$ cat src/rtl/set_count_n.sv
`default_nettype none
// ============================================================================
// Module   : set_count_n
// Function : Raster-scans a GRIDxGRID lattice and counts the points that
//            satisfy a set operation over up to NCIRC masked circles.
//            Optional macro SET_PIPE_EN adds a register stage between the
//            membership evaluation and the counter.
// Revision : 1.0
// ============================================================================
module set_count_n #(
    parameter int NCIRC = 4,
    parameter int GRID  = 8,
    parameter int CW    = 4,
    parameter int CNTW  = 8
) (
    input  logic                    clk,
    input  logic                    rst,
    input  logic                    en,
    input  logic [NCIRC*2*CW-1:0]   central,
    input  logic [NCIRC*CW-1:0]     radius,
    input  logic [NCIRC-1:0]        mask,
    input  logic [2:0]              mode,
    input  logic [3:0]              k,
    output logic                    busy,
    output logic                    valid,
    output logic [CNTW-1:0]         candidate
);

    localparam logic [1:0]    ST_IDLE = 2'd0;
    localparam logic [1:0]    ST_SCAN = 2'd1;
    localparam logic [1:0]    ST_DONE = 2'd2;
    localparam logic [CW-1:0] ONE     = CW'(1);
    localparam logic [CW-1:0] GRID_C  = CW'(GRID);

    logic [1:0]              state_q, state_d;
    logic [CW-1:0]           x_q, x_d, y_q, y_d;
    logic [CNTW-1:0]         count_q, count_d;
    logic [CNTW-1:0]         cand_q, cand_d;
    logic [NCIRC*2*CW-1:0]   cen_q, cen_d;
    logic [NCIRC*CW-1:0]     rad_q, rad_d;
    logic [NCIRC-1:0]        mask_q, mask_d;
    logic [2:0]              mode_q, mode_d;
    logic [3:0]              k_q, k_d;

    logic [NCIRC-1:0]        in_w;
    logic [3:0]              n_w, pop_w;
    logic                    hit_w, add_w, accept_w, last_pt_w;

    // Per-circle membership, computed at full precision so large radii never wrap
    for (genvar gi = 0; gi < NCIRC; gi++) begin : g_circ
        logic [CW-1:0]   cx, cy, r, dx, dy;
        logic [2*CW:0]   d2;
        logic [2*CW:0]   r2;
        assign cx = cen_q[(2*gi+2)*CW-1 -: CW];
        assign cy = cen_q[(2*gi+1)*CW-1 -: CW];
        assign r  = rad_q[(gi+1)*CW-1 -: CW];
        assign dx = (cx > x_q) ? (cx - x_q) : (x_q - cx);
        assign dy = (cy > y_q) ? (cy - y_q) : (y_q - cy);
        assign d2 = ((2*CW+1)'(dx) * (2*CW+1)'(dx)) + ((2*CW+1)'(dy) * (2*CW+1)'(dy));
        assign r2 = (2*CW+1)'(r) * (2*CW+1)'(r);
        assign in_w[gi] = (d2 <= r2);
    end

    always_comb begin
        n_w   = '0;
        pop_w = '0;
        for (int i = 0; i < NCIRC; i++) begin
            n_w   = n_w + 4'(in_w[i] & mask_q[i]);
            pop_w = pop_w + 4'(mask_q[i]);
        end
    end

    always_comb begin
        case (mode_q)
            3'd0:    hit_w = (n_w == pop_w) && (mask_q != '0);
            3'd1:    hit_w = (n_w != 4'd0);
            3'd2:    hit_w = n_w[0];
            3'd3:    hit_w = (n_w == k_q);
            3'd4:    hit_w = (n_w >= k_q);
            default: hit_w = 1'b0;
        endcase
    end

    assign accept_w  = en && (state_q != ST_SCAN);
    assign last_pt_w = (x_q == GRID_C) && (y_q == GRID_C);

`ifdef SET_PIPE_EN
    logic hit_q, hit_d, drain_q, drain_d;
    assign add_w   = hit_q;
    // drain_q marks the extra cycle that folds the last registered hit into the count
    assign hit_d   = (state_q == ST_SCAN && !drain_q) ? hit_w : 1'b0;
    assign drain_d = (state_q == ST_SCAN) && !drain_q && last_pt_w;

    always_ff @(posedge clk or posedge rst) begin
        if (rst) begin
            hit_q   <= 1'b0;
            drain_q <= 1'b0;
        end else begin
            hit_q   <= hit_d;
            drain_q <= drain_d;
        end
    end
`else
    assign add_w = hit_w;
`endif

    always_comb begin
        state_d = state_q;
        x_d     = x_q;
        y_d     = y_q;
        count_d = count_q;
        cand_d  = cand_q;
        cen_d   = cen_q;
        rad_d   = rad_q;
        mask_d  = mask_q;
        mode_d  = mode_q;
        k_d     = k_q;

        case (state_q)
            ST_SCAN: begin
                count_d = count_q + CNTW'(add_w);
`ifdef SET_PIPE_EN
                if (drain_q) begin
                    state_d = ST_DONE;
                    cand_d  = count_d;
                end else if (last_pt_w) begin
                    x_d = ONE;
                    y_d = ONE;
                end else if (x_q == GRID_C) begin
                    x_d = ONE;
                    y_d = y_q + ONE;
                end else begin
                    x_d = x_q + ONE;
                end
`else
                if (last_pt_w) begin
                    x_d     = ONE;
                    y_d     = ONE;
                    state_d = ST_DONE;
                    cand_d  = count_d;
                end else if (x_q == GRID_C) begin
                    x_d = ONE;
                    y_d = y_q + ONE;
                end else begin
                    x_d = x_q + ONE;
                end
`endif
            end
            ST_DONE: state_d = ST_IDLE;
            ST_IDLE: state_d = ST_IDLE;
            default: state_d = ST_IDLE;
        endcase

        if (accept_w) begin
            state_d = ST_SCAN;
            x_d     = ONE;
            y_d     = ONE;
            count_d = '0;
            cand_d  = '0;
            cen_d   = central;
            rad_d   = radius;
            mask_d  = mask;
            mode_d  = mode;
            k_d     = k;
        end
    end

    always_ff @(posedge clk or posedge rst) begin
        if (rst) begin
            state_q <= ST_IDLE;
            x_q     <= ONE;
            y_q     <= ONE;
            count_q <= '0;
            cand_q  <= '0;
            cen_q   <= '0;
            rad_q   <= '0;
            mask_q  <= '0;
            mode_q  <= '0;
            k_q     <= '0;
        end else begin
            state_q <= state_d;
            x_q     <= x_d;
            y_q     <= y_d;
            count_q <= count_d;
            cand_q  <= cand_d;
            cen_q   <= cen_d;
            rad_q   <= rad_d;
            mask_q  <= mask_d;
            mode_q  <= mode_d;
            k_q     <= k_d;
        end
    end

    assign busy      = (state_q == ST_SCAN);
    assign valid     = (state_q == ST_DONE);
    assign candidate = cand_q;

endmodule
`default_nettype wire

$ cat config.mk
export PLATFORM = sky130hd
export DESIGN_NAME = set_count_n
export DESIGN_NICKNAME = d
export VERILOG_FILES = /design/src/rtl/set_count_n.sv
export SDC_FILE = /design/constraint.sdc
export NUM_CORES = 1
export LEC_CHECK = 0
export CAP_MARGIN = 10
export CORE_ASPECT_RATIO = 0.8
export CORE_MARGIN = 4
export CORE_UTILIZATION = 40
export DETAILED_ROUTE_END_ITERATION = 8
export SLEW_MARGIN = 20
export SYNTH_ARGS = -nofsm -noshare
export SYNTH_HDL_FRONTEND = slang
export SYNTH_SLANG_ARGS = --single-unit
$ cat constraint.sdc
create_clock -name clk -period 10.4 [get_ports clk]
set_input_delay 2.08 -clock clk [delete_from_list [all_inputs] [get_ports clk]]
set_output_delay 2.08 -clock clk [all_outputs]
set_load 0.03 [all_outputs]
==> flow_summary.yaml, run 1 <==
critical_path:
  crit_cells: 38
  crit-reg2reg-capture: "candidate[6]"
  worst_path_largest_cell_delay_ns: 0.63
  timing.critical_path.from: "y_q[0]"
  worstSetupPathType: "reg -> reg"
  worst-path-buf-inv: 3
  startpoint_of_the_worst_slack_reg_to_reg_timing_path: "y_q[0]"
  cpMaxStageDelayCell: "dfstp_2"
  worstSetupEndpointType: "register"
  worstSetupStartpointType: "register"
  ff2ff_setup_slack_ns: 0.64
  depth_of_the_most_critical_reg_to_reg_path: 38
  critical_path.top_delay_family: "adder cells"
  crit_end: "candidate[6]"
  cp_required_ns: 10.66
  crit_fanout: 8
  worst_ep_arrival_time_ns: 10.02
timing:
  relSlewSlack_pct: 32.62
  maxClockFrequency_ghz: 0.1024
  period_share_pct: 93.86
  tns_ns: 0
  finalClockSkew_ns: 0.01308
  min_period_ns: 9.761
  setup_repair_after_global_routing_missed_its_margin: "false"
  tightest_pin_transition_ns: 1.011
  worst_slack_ns: 0.6387
  finalSetupViolCount: 0
  hold_viol_final: 0
  maxSlewViolCount: 0
logic_synthesis:
  ys_warn_count: 0
  syn-instance-count: 1210
  synth_async_sr_flop_share_pct: 100.0
  syn-mean-instance-area_sq_um: 8.572
  synth_largest_type_area_fraction_pct: 21.95
  netlist_top_cells_area: "ha_1 (22%), dfrtp_1 (20%), fa_1 (13%)"
  netlist.top_cell.by_area: "ha_1"
  synth.ff_latch_count: 85
  predominant_post_synthesis_flop_cell: "dfrtp_1"
  postSynthNetCount: 1519
  seq_area_frac_synth_pct: 20.53
  synth_enable_flop_cells: 0
  synth.lib_cells_used.distinct: 60
  post_synth_instance_area_sq_mm: 0.01037
floorplan:
  dieWidth_um: 188.0
  floorplan.rows: 52
  ioPinCount: 72
  floorplan.core_area_sq_mm: 0.02544
  dieHeight_um: 152.0
  fp.dieArea_sq_mm: 0.02859
  floorplan.initialDensity_pct: 40.77
placement:
  postPlaceCellArea_sq_mm: 0.01149
  portBuffers: 71
  gp_congestion: 0.8370
  dpl.hpwl_um: 19120
  placement.setup.worst_slack_ns: 0.5290
global_route:
  grt.overflow.total: 0
  global_route_wire_length_before_repair_um: 41560
  grt_use_total_pct: 17.51
  grt_start_max_net_pins: 98
  grt_pass1_vias: 8406
  grt_antenna_before_repair: 0
route:
  avgViaCountPerCell: 5.031
  detail_route.first_pass.iterations: 5
  wl_um: 24550
  post_drt_wl_per_cell_um: 15.03
  drcViolationCount: 0
  number_of_nets_with_antenna_violations_after_detailed_routing: 0
  drt_iter0_markers: 420
  routed-via-count: 8215
clock_network:
  htree_levels: 3
  clock-sinks: 85
  tritoncts_clock_tree: "yes"
  clockBufferDepth: 2
  cts_post_setup_buffers_inserted: 0
  clock_insertion_delay_worst_skew_ns: 0.36
  tritoncts.num_buffers: 9
  ctsHoldBuffers: 0
  clk_root_buffer_cell: "clkbuf_16"
  clkTransAtPathRegs_ns: 0.08
cells_and_area:
  fin_util_pct: 46.59
  antenna_cells_inserted: 0
  final_cell_area_sq_mm: 0.01185
  ratio_of_cells_with_drive_above_1_in_the_final_layout_pct: 3.744
  area_delta_synth_final_pct: 14.26
  num-nets-final: 1586
run_status:
  outcome: "finished, final reports clean"
hold_path:
  timing.hold.worst.class: "reg -> reg"
flow_run:
  max_cap_viol_count: 0
## layout make-up
| class | count | area (sq um) |
|---|---|---|
| multi-input combinational | 926 | 7537 |
| tap | 351 | 439.2 |
| fill | 2460 | 13590 |
| clock buffer | 12 | 256.5 |
| timing repair buffer | 78 | 767.0 |
| clock inverter | 4 | 55.05 |
| inverter | 177 | 665.6 |
| sequential | 85 | 2131 |
## synth_stat cells, types with 5 or more instances
cell / instances
ha_1: 182
inv_1: 177
nand2_1: 162
dfrtp_1: 83
o21ai_0: 73
fa_1: 65
nor2_1: 58
a21oi_1: 48
a21o_1: 34
nand2b_1: 34
xnor2_1: 26
nor2b_1: 25
xor2_1: 19
nand3_1: 17
nor3_1: 17
and2_1: 16
a211oi_1: 14
clkbuf_1: 14
mux2i_1: 13
nor3b_1: 12
and3_1: 11
a31oi_1: 9
nand3b_1: 8
nand4_1: 8
o21bai_1: 8
and4_1: 6
a31o_2: 5
o31ai_1: 5
## cell families after synthesis
kind of cell               synth area share, %
and+or+nand+nor                          18.50
buffers and inverters                    7.250
xor gates and xnor gates                 3.800
DFF                                      20.53
AOI/OAI and AO/OA                        13.94
adders and majority gates                34.50
muxes                                    1.472
## routing by layer
layer  vias up  GRT usage (%)  wire length [um]
met1      3890          25.87             12700
met4         0          2.516               240
met5         -              0                 0
met3        17          3.372               898
li1       4178              -                 -
met2       130          27.32             10710
## per-stage QoR
step | hold slack (ns) | instances
floorplan | 0.4497 | 1210
global placement | 0.4651 | 1617
detailed placement | 0.4695 | 1617
CTS | 0.4865 | 1633
global route | 0.5281 | 1633
finish | 0.4793 | 1633
## placed cells by master (no fill, tap or decap), types with 9 or more instances in the layout
cell,instances
mux2i_1,12
and2_1,15
fa_1,65
clkdlybuf4s50_1,71
xor2_1,19
and3_1,11
ha_1,182
a21o_1,34
nor2_1,58
nand2b_1,34
nor2b_1,25
inv_1,176
clkbuf_16,9
nor3_1,16
nand3_1,17
a211oi_1,13
nor3b_1,12
o21ai_0,72
nand2_1,161
xnor2_1,24
dfrtp_1,82
a21oi_1,48
a31oi_1,9
## how the worst min path moves through the flow
stage / startpoint / slack [ns] / cells after the start / to
after floorplan: cen_q[11] / 0.45 / 2 / cen_q[11]
after global placement: cen_q[19] / 0.47 / 2 / cen_q[19]
after detailed placement: cen_q[19] / 0.47 / 2 / cen_q[19]
after CTS: cen_q[19] / 0.49 / 2 / cen_q[19]
after global routing: cen_q[27] / 0.53 / 2 / cen_q[27]
final: cen_q[19] / 0.48 / 2 / cen_q[19]
## worst reg2reg max path: cells and delay by family (launching register included)
family / cells / cell delay, ns
compound gates: 9 / 2.16
xor+xnor: 3 / 0.35
fa+ha+maj: 14 / 5.00
buf+inv: 3 / 0.16
flops: 1 / 0.63
mux: 1 / 0.25
simple gates: 8 / 1.09
## registers in the layout, indices dropped and copies added, names as in the netlist
signal	cells
count_q	8
mask_q	4
state_q	2
k_q	4
y_q	4
rad_q	16
x_q	4
candidate	8
cen_q	32
mode_q	3
## repair_timing
action | CTS | global route
hold endpoints to repair | 0 | 0
endpoints found under the setup margin | 0 | 2
resized for setup | 0 | 9
Power of run 1 is left out: the tool's default activity adds up to more than one toggle a clock period on the data nets, which glitch-free logic cannot reach.
==> run 2, diff against run 1 <==
- RECOVER_POWER: default -> 25
==> run 2 against run 1 <==
Against the previous run: the run now ends with capacitance limit, slew limit left; critical path depth stayed put; final cell count unchanged; worst setup slack gained 0.0011 ns; fmax about the same; critical endpoint unchanged; largest cell class unchanged.
==> flow_summary.yaml, run 2 (synthesis gave the netlist of run 1 again) <==
cells_and_area:
  final_cell_area_sq_mm: 0.01184
  area_delta_synth_final_pct: 14.16
  antenna_cells_inserted: 0
  num-nets-final: 1586
  fillers: 2463
  largest_register_ffs: 32
  ratio_of_cells_with_drive_above_1_in_the_final_layout_pct: 3.588
  regMostFlops: "cen_q"
  final_cell_mix: "ha_1 (182), inv_1 (176), nand2_1 (161), dfrtp_1 (82), o21ai_0 (72)"
  mostFrequentLayoutCell: "ha_1"
  top_regs: "cen_q: 32 flops, rad_q: 16 flops"
  finalNonFillerCells: 1633
clock_network:
  tritoncts.num_buffers: 9
  clock_insertion_delay_worst_skew_ns: 0.36
  clk_root_buffer_cell: "clkbuf_16"
  htree_levels: 3
  clock-sinks: 85
  clockBufferDepth: 2
  tritoncts_clock_tree: "yes"
  cts_post_setup_buffers_inserted: 0
  clkTransAtPathRegs_ns: 0.08
critical_path:
  worstSetupPathType: "reg -> reg"
  critical_path.top_delay_family: "adder cells"
  cp_required_ns: 10.66
  worstSetupStartpointType: "register"
  crit_fanout: 8
  worst_path_largest_cell_delay_ns: 0.63
  worst_ep_arrival_time_ns: 10.02
  worst-path-buf-inv: 3
  worstSetupEndpointType: "register"
  cpMaxStageDelayCell: "dfstp_2"
timing:
  finalSetupViolCount: 0
  worst_slack_ns: 0.6398
  relSlewSlack_pct: -187.7
  tightest_pin_transition_ns: 4.315
  finalClockSkew_ns: 0.01282
  hold_viol_final: 0
  setup_repair_after_global_routing_missed_its_margin: "false"
  maxClockFrequency_ghz: 0.1025
  period_share_pct: 93.85
  min_period_ns: 9.760
  tns_ns: 0
  maxSlewViolCount: 77
run_status:
  failed_checks: "capacitance limit, slew limit"
  outcome: "finished with violations"
global_route:
  grt_use_total_pct: 17.51
  grt.overflow.total: 0
  grt_start_max_net_pins: 98
  grt_pass1_vias: 8406
  global_route_wire_length_before_repair_um: 41560
  grt_antenna_before_repair: 0
hold_path:
  timing.hold.worst.class: "reg -> reg"
floorplan:
  floorplan.rows: 52
  fp.dieArea_sq_mm: 0.02859
  dieHeight_um: 152.0
  ioPinCount: 72
  floorplan.core_area_sq_mm: 0.02544
  floorplan.initialDensity_pct: 40.77
  dieWidth_um: 188.0
placement:
  placement.setup.worst_slack_ns: 0.5290
  portBuffers: 71
  postPlaceCellArea_sq_mm: 0.01149
  gp_congestion: 0.8370
  dpl.hpwl_um: 19120
  post-place-cells: 1617
route:
  drt_iter0_markers: 431
  detail_route.first_pass.iterations: 5
  avgViaCountPerCell: 5.029
  drcViolationCount: 0
  drt-met1-wl_um: 12800
  wl_um: 24580
  top_layer: "met4"
  dr_wl_met2_um: 10730
  number_of_nets_with_antenna_violations_after_detailed_routing: 0
  routed-via-count: 8213
  met3_length_um: 811
  post_drt_wl_per_cell_um: 15.05
flow_run:
  max_cap_viol_count: 1
==> run 2: final timing paths <==
path	start	endpoint	slack [ns]	depth (start not counted)
worst max-delay path	y_q[0]	candidate[6]	0.64	38
worst min-delay path	cen_q[19]	cen_q[19]	0.48	2
worst max register to register	y_q[0]	candidate[6]	0.64	38
worst min register to register	cen_q[19]	cen_q[19]	0.48	2
max in group asynchronous	rst	y_q[2]	3.42	3
min in group asynchronous	rst	rad_q[7]	2.19	2
==> run 2: cell type report <==
type	instances	area, sq um	area share [%]
Multi-Input combinational cell	926	7535	63.63
Tap cell	351	439.2	3.709
Inverter	177	665.6	5.621
Clock inverter	4	55.05	0.4649
Clock buffer	12	256.5	2.166
Sequential cell	85	2131	17.99
Timing Repair Buffer	78	759.5	6.414
==> run 2: per-stage QoR <==
| stage | util [%] | hold slack (ns) |
|---|---|---|
| 2_1_floorplan | - | 0.4497 |
| 3_3_place_gp | 45.18 | 0.4651 |
| 3_5_place_dp | 45.18 | 0.4695 |
| 4_1_cts | 46.40 | 0.4865 |
| 5_1_grt | 46.55 | 0.5281 |
| 6_report | 46.55 | 0.4828 |
==> run 2: worst register-to-register path, delay by kind of cell, from the launching register on <==
family / cells / cell delay [ns]
multiplexers: 1 / 0.25
adder cells (fa/ha/maj): 14 / 5.01
flip-flops: 1 / 0.63
XOR/XNOR: 3 / 0.35
buffers and inverters: 3 / 0.16
AND/OR/NAND/NOR: 8 / 1.10
AO/OA/AOI/OAI: 9 / 2.16
==> run 2: what timing repair did <==
action | 4_1_cts | 5_1_grt
endpoints found under the hold margin | 0 | 0
resized for setup | 0 | 9
hold buffers | 0 | 0
setup endpoints to repair | 0 | 2
==> run 2: routing by layer <==
layer	vias up	GRT usage (%)
li1	4178	-
met2	117	27.32
met3	17	3.372
met4	0	2.516
met5	-	0
met1	3901	25.87
Power of run 2 is left out for the same reason.
==> run 3, diff against run 2 <==
- CORE_UTILIZATION: 40 -> 62
- PLACE_DENSITY: default -> 0.83
==> run 3 against run 2 <==
Against the previous run: first-iteration DRC count increased by 57%; the flow still finishes with violations (capacitance limit, slew limit); global-route usage increased by 8.8 points; design area decreased by 1.6%; sequential share of layout area increased by 0.29 points; utilization increased by 24 points; routed wire length decreased by 1.3%; die area decreased by 34%; worst hold slack improved by 0.010 ns.
==> flow_summary.yaml, run 3 (synthesis gave the netlist of run 1 again) <==
clock_network:
  tritoncts.num_buffers: 9
  cts_post_setup_buffers_inserted: 0
  tritoncts_clock_tree: "yes"
  clock-sinks: 85
  htree_levels: 3
  clock_insertion_delay_worst_skew_ns: 0.36
  clkTransAtPathRegs_ns: 0.07
  clockBufferDepth: 2
  clk_root_buffer_cell: "clkbuf_16"
critical_path:
  worstSetupPathType: "reg -> reg"
  timing.critical_path.from: "y_q[0]"
  crit_end: "candidate[6]"
  worstSetupEndpointType: "register"
  startpoint_of_the_worst_slack_reg_to_reg_timing_path: "y_q[0]"
  cpMaxStageDelayCell: "dfstp_2"
  cp_required_ns: 10.66
  worst_path_largest_cell_delay_ns: 0.64
  ff2ff_setup_slack_ns: 0.55
  crit_top_cell: "ha_1"
  depth_of_the_most_critical_reg_to_reg_path: 36
  crit_fanout: 8
  crit-reg2reg-capture: "candidate[6]"
  worstSetupStartpointType: "register"
  worst_ep_arrival_time_ns: 10.12
timing:
  tns_ns: 0
  finalSetupViolCount: 0
  finalClockSkew_ns: 0.01026
  period_share_pct: 94.73
  tightest_pin_transition_ns: 4.207
  setup_repair_after_global_routing_missed_its_margin: "false"
  min_period_ns: 9.852
  hold_viol_final: 0
  maxSlewViolCount: 77
  relSlewSlack_pct: -180.4
  maxClockFrequency_ghz: 0.1015
global_route:
  gr-usage-met3_pct: 4.481
  global_route.usage.met2_pct: 41.60
  global_route_wire_length_before_repair_um: 40630
  grt_antenna_before_repair: 0
  grt_pass1_vias: 8347
  grt_busiest_layer: "met2"
  grt_start_max_net_pins: 98
  use_met1_pct: 38.31
  grt_use_total_pct: 26.32
  grt.overflow.total: 0
placement:
  postPlaceCellArea_sq_mm: 0.01130
  gp_congestion: 0.9423
  dpl.hpwl_um: 18400
  portBuffers: 71
cells_and_area:
  top_regs: "cen_q: 32 flops, rad_q: 16 flops"
  mostFrequentLayoutCell: "ha_1"
  largest_register_ffs: 32
  final_cell_area_sq_mm: 0.01165
  final_cell_mix: "ha_1 (182), inv_1 (176), nand2_1 (162), dfrtp_1 (83), o21ai_0 (70)"
  num-nets-final: 1583
  regMostFlops: "cen_q"
  ratio_of_cells_with_drive_above_1_in_the_final_layout_pct: 3.127
  area_delta_synth_final_pct: 12.28
  fillers: 1279
  antenna_cells_inserted: 0
floorplan:
  fp.dieArea_sq_mm: 0.01888
  dieHeight_um: 123.7
  floorplan.rows: 42
  ioPinCount: 72
  floorplan.initialDensity_pct: 62.86
  floorplan.core_area_sq_mm: 0.01650
  dieWidth_um: 152.6
route:
  number_of_nets_with_antenna_violations_after_detailed_routing: 0
  drt_iter0_markers: 677
  drcViolationCount: 0
  wl_um: 24270
  routed-via-count: 8459
  post_drt_wl_per_cell_um: 16.19
  avgViaCountPerCell: 5.643
  detail_route.first_pass.iterations: 5
run_status:
  failed_checks: "capacitance limit, slew limit"
  outcome: "finished with violations"
hold_path:
  timing.hold.worst.class: "reg -> reg"
  hold_depth: 2
flow_run:
  max_cap_viol_count: 1
[run 3: cell types whose count changed in the layout (fill, tap and decap cells not counted), moves of 2 or more]
cell / previous run / this run
o21ai_0: 72 / 70
buf_4: 6 / 3
o21ai_1: 1 / 3
inv_8: 0 / 2
clkinv_4: 0 / 2
[run 3: timing repair]
| action | CTS | global route |
|---|---|---|
| setup endpoints to repair | 0 | 3 |
| resized for setup | 0 | 8 |
| hold buffers | 0 | 0 |
[run 3: critical path: cells and delay by family (launching register included)]
kind                     cells  cell delay [ns]
AO/OA/AOI/OAI                6             1.40
multiplexers                 1             0.26
XOR/XNOR                     3             0.36
adder cells (fa/ha/maj)     14             5.22
AND/OR/NAND/NOR              9             1.55
flip-flops                   1             0.64
buffers and inverters        3             0.31
[run 3: final cells by class]
class | count | area [sq um] | area share [%]
clock buffer | 10 | 239.0 | 2.052
clock inverter | 6 | 78.83 | 0.6768
inverter | 177 | 665.6 | 5.715
multi-input combinational | 926 | 7521 | 64.58
sequential | 85 | 2130 | 18.29
tap | 220 | 275.3 | 2.364
timing repair buffer | 75 | 737.0 | 6.328
[run 3: per-layer routing]
metal	vias to the layer above	share of wire (%)
met2	225	44
met1	4018	49
met5	-	0
met3	31	4.9
li1	4185	-
met4	0	1.6
[run 3: worst min-delay path by stage]
| stage | slack (ns) | from | to |
|---|---|---|---|
| 2_1_floorplan | 0.45 | cen_q[11] | cen_q[11] |
| 4_1_cts | 0.49 | cen_q[23] | cen_q[23] |
| 3_3_place_gp | 0.47 | cen_q[23] | cen_q[23] |
| 3_5_place_dp | 0.48 | cen_q[23] | cen_q[23] |
| 6_report | 0.49 | cen_q[23] | cen_q[23] |
| 5_1_grt | 0.53 | cen_q[23] | cen_q[23] |
[run 3: per-stage QoR]
| step | util (%) | hold WS, ns | instances | worst slack (ns) |
|---|---|---|---|---|
| floorplan | - | 0.4497 | 1210 | 1.236 |
| global placement | 68.51 | 0.4674 | 1483 | 0.8165 |
| detailed placement | 68.51 | 0.4792 | 1483 | 0.5177 |
| CTS | 70.44 | 0.4942 | 1499 | 0.5100 |
| global route | 70.58 | 0.5332 | 1499 | 0.01883 |
| finish | 70.58 | 0.4930 | 1499 | 0.5480 |
Power of run 3 is left out for the same reason.
==> patch (config.mk and constraints of run 3) <==
Set the parameter `NCIRC` to 5 (it was 4).
--- a/src/rtl/set_count_n.sv
+++ b/src/rtl/set_count_n.sv
@@ -8,7 +8,7 @@
 // Revision : 1.0
 // ============================================================================
 module set_count_n #(
-    parameter int NCIRC = 4,
+    parameter int NCIRC = 5,
     parameter int GRID  = 8,
     parameter int CW    = 4,
     parameter int CNTW  = 8
Ports: changed (resized central, mask and radius); port bits go from 72 to 85. No check against the original RTL was run, so the function may have changed too.
==> patch against run 3 <==
The flow still finishes with violations (capacitance limit, slew limit). Design area increased by 23%. Sequential cell count increased by 13. Global-route usage increased by 0.63 points. Clock skew increased by 0.95 ps. Synthesized area increased by 21%. Setup slack got worse by 200 ps. Critical endpoint unchanged. Sequential share of layout area decreased by 1.1 points. Highest routed layer is now met5. Routed wire length increased by 26%.
Power is left out: the tool's default activity adds up to more than one toggle a clock period on the data nets, which glitch-free logic cannot reach.
==> patch: results (changes against run 3) <==
STA
  – Final setup skew: 11.20 ps (+0.9451 ps)
  – Final Slew Violations: 36 (-53%)
  – Worst Max-Slew Pin Slew: 1570 ps (-2637 ps)

Min path
  – Hold_sp: cen_q[23]$_DFFE_PP0P_
  – Min-Delay Path Depth: 2 (unchanged)
  – Hold Path End: cen_q[23]$_DFFE_PP0P_
  – Hold Path Class: reg2reg

Placed design
  – IO buf count: 84 (+18%)
  – Detailed Place HPWL: 23620 um (+28%)
  – GP Congestion: 0.9695 (+2.9%)

Logic synthesis
  – Syn nets: 1828 (+20%)
  – Post-synth top cells: ha_1 (222), inv_1 (211), nand2_1 (186)
  – Post-Synth XOR/XNOR Area: 0.03982 (+0.001827)
  – Primary FF master, synth: dfrtp_1
  – Number of distinct library cells after synthesis: 62 (+3.3%)
  – Sequential element share of the synthesized area: 0.1958 (-0.009480)
  – Synth area leaders: ha_1 (22%), dfrtp_1 (19%), fa_1 (13%)
  – Synth Area in Adders: 0.3541 (+0.009133)
  – Post-synthesis mux area share: 0.02046 (+0.005745)
  – Compound-Gate Fraction of Synth Area: 0.1348 (-0.004601)
  – YS warnings: 0 (unchanged)

Flow run
  – Maxcap violations: 1 (unchanged)

Setup path
  – Slowest cell on crit path: dfstp_2
  – R2R Setup Slk: 350 ps (-200 ps)
  – CP max stage delay: 640 ps (about the same)
  – Launch point of the worst reg-to-reg path: y_q[0]$_DFFE_PP1P_
  – Arrival time at the worst endpoint: 10330 ps (+210 ps)
  – Crit Path Max Fanout: 8 (unchanged)
  – Reg2Reg Depth: 40 (+11%)
  – CP Class: reg2reg

GRT
  – First-pass GRT wire length: 49670 um (+22%)
  – Largest net degree at the start of global routing: 65 (-34%)
  – Vias in the first global route: 10300 (+23%)
  – Tot GR Track Use: 0.2694 (+0.006256)
  – Initial antenna violation count: 1 (+1)

Cells and area
  – Layout cells sized above 1: 0.07180 (+0.04052)
  – Largest regs: cen_q (40), rad_q (20)
  – Fillers: 1496 (+17%)
  – Layout net count: 1921 (+21%)

Clock tree
  – Skew-Pair Late Insertion Delay: approximately 370 ps
  – Cell chosen for the clock root: clkbuf_16
  – Clock transition at the registers of the reported paths: approximately 80 ps
  – Max Buffers Root-to-Sink: 2 (unchanged)
  – H-Tree Depth: 3 (unchanged)
  – CTS buffer count: 9 (unchanged)
  – CTS Hold Bufs: 0 (unchanged)

Detailed routing
  – Wl on met1: 13530 um (+13%)
  – WL met2: 14110 um (+32%)
  – Max Used Layer: met5
  – Drt total wl: 30600 um (+26%)
  – DRT iter0 DRCs: 729 (+7.7%)
  – Via density per instance: 5.744 (+1.8%)
  – DRC Markers: 0 (unchanged)
  – Met3 WL: 2288 um (+92%)

Outcome
  – Violated checks: capacitance limit, slew limit
  – Status: complete, but fails checks
## patch: cell count changes after synthesis, sizes merged, moves of 13 or more
cell	run 3	this run
dfrtp	83	96
fa	65	83
ha	182	222
inv	177	211
nand2	162	186
nor2	59	72
## patch: cell families after synthesis
kind of cell	Yosys count
and+or+nand+nor	463
adders and majority gates	305
xor gates and xnor gates	57
muxes	25
DFF	98
AOI/OAI and AO/OA	262
buffers and inverters	238
## patch: per-layer routing
| layer | GRT usage | vias up |
|---|---|---|
| li1 | - | 5049 |
| met1 | 0.3746 | 4982 |
| met2 | 0.4377 | 311 |
| met3 | 0.05163 | 59 |
| met4 | 0.07088 | 2 |
| met5 | 0 | - |
## patch: per-stage QoR
stage	setup slack (ps)	cells	hold WS [ps]	instance area, um2	util
2_1_floorplan	535.4	1448	446.4	12540	-
3_5_place_dp	97.53	1783	468.8	13700	0.6900
4_1_cts	42.72	1799	489.3	14020	0.7059
5_1_grt	-93.97	1810	501.6	14320	0.7211
3_3_place_gp	445.2	1783	464.0	13700	0.6900
6_report	353.0	1811	482.6	14320	0.7212
## patch: final cells by class
class,instances,area share
Tap cell,264,0.02306
Inverter,211,0.05591
Sequential cell,98,0.1714
Clock inverter,7,0.005679
Clock buffer,9,0.01573
Multi-Input combinational cell,1112,0.6562
Antenna cell,1,0.0001747
Timing Repair Buffer,109,0.07182
## patch: worst register-to-register path, delay by kind of cell, from the launching register on
kind	cells	cell delay, ps
xor+xnor	3	440
flops	1	640
mux	1	390
fa+ha+maj	12	4480
compound gates	10	1630
buf+inv	7	870
simple gates	7	1490
## patch: what timing repair did
item / in CTS / in global routing
pin swaps: 0 / 9
gates resized for setup: 1 / 49
buffers inserted: 0 / 11
hold endpoints to repair: 0 / 0
setup endpoints to repair: 1 / 13
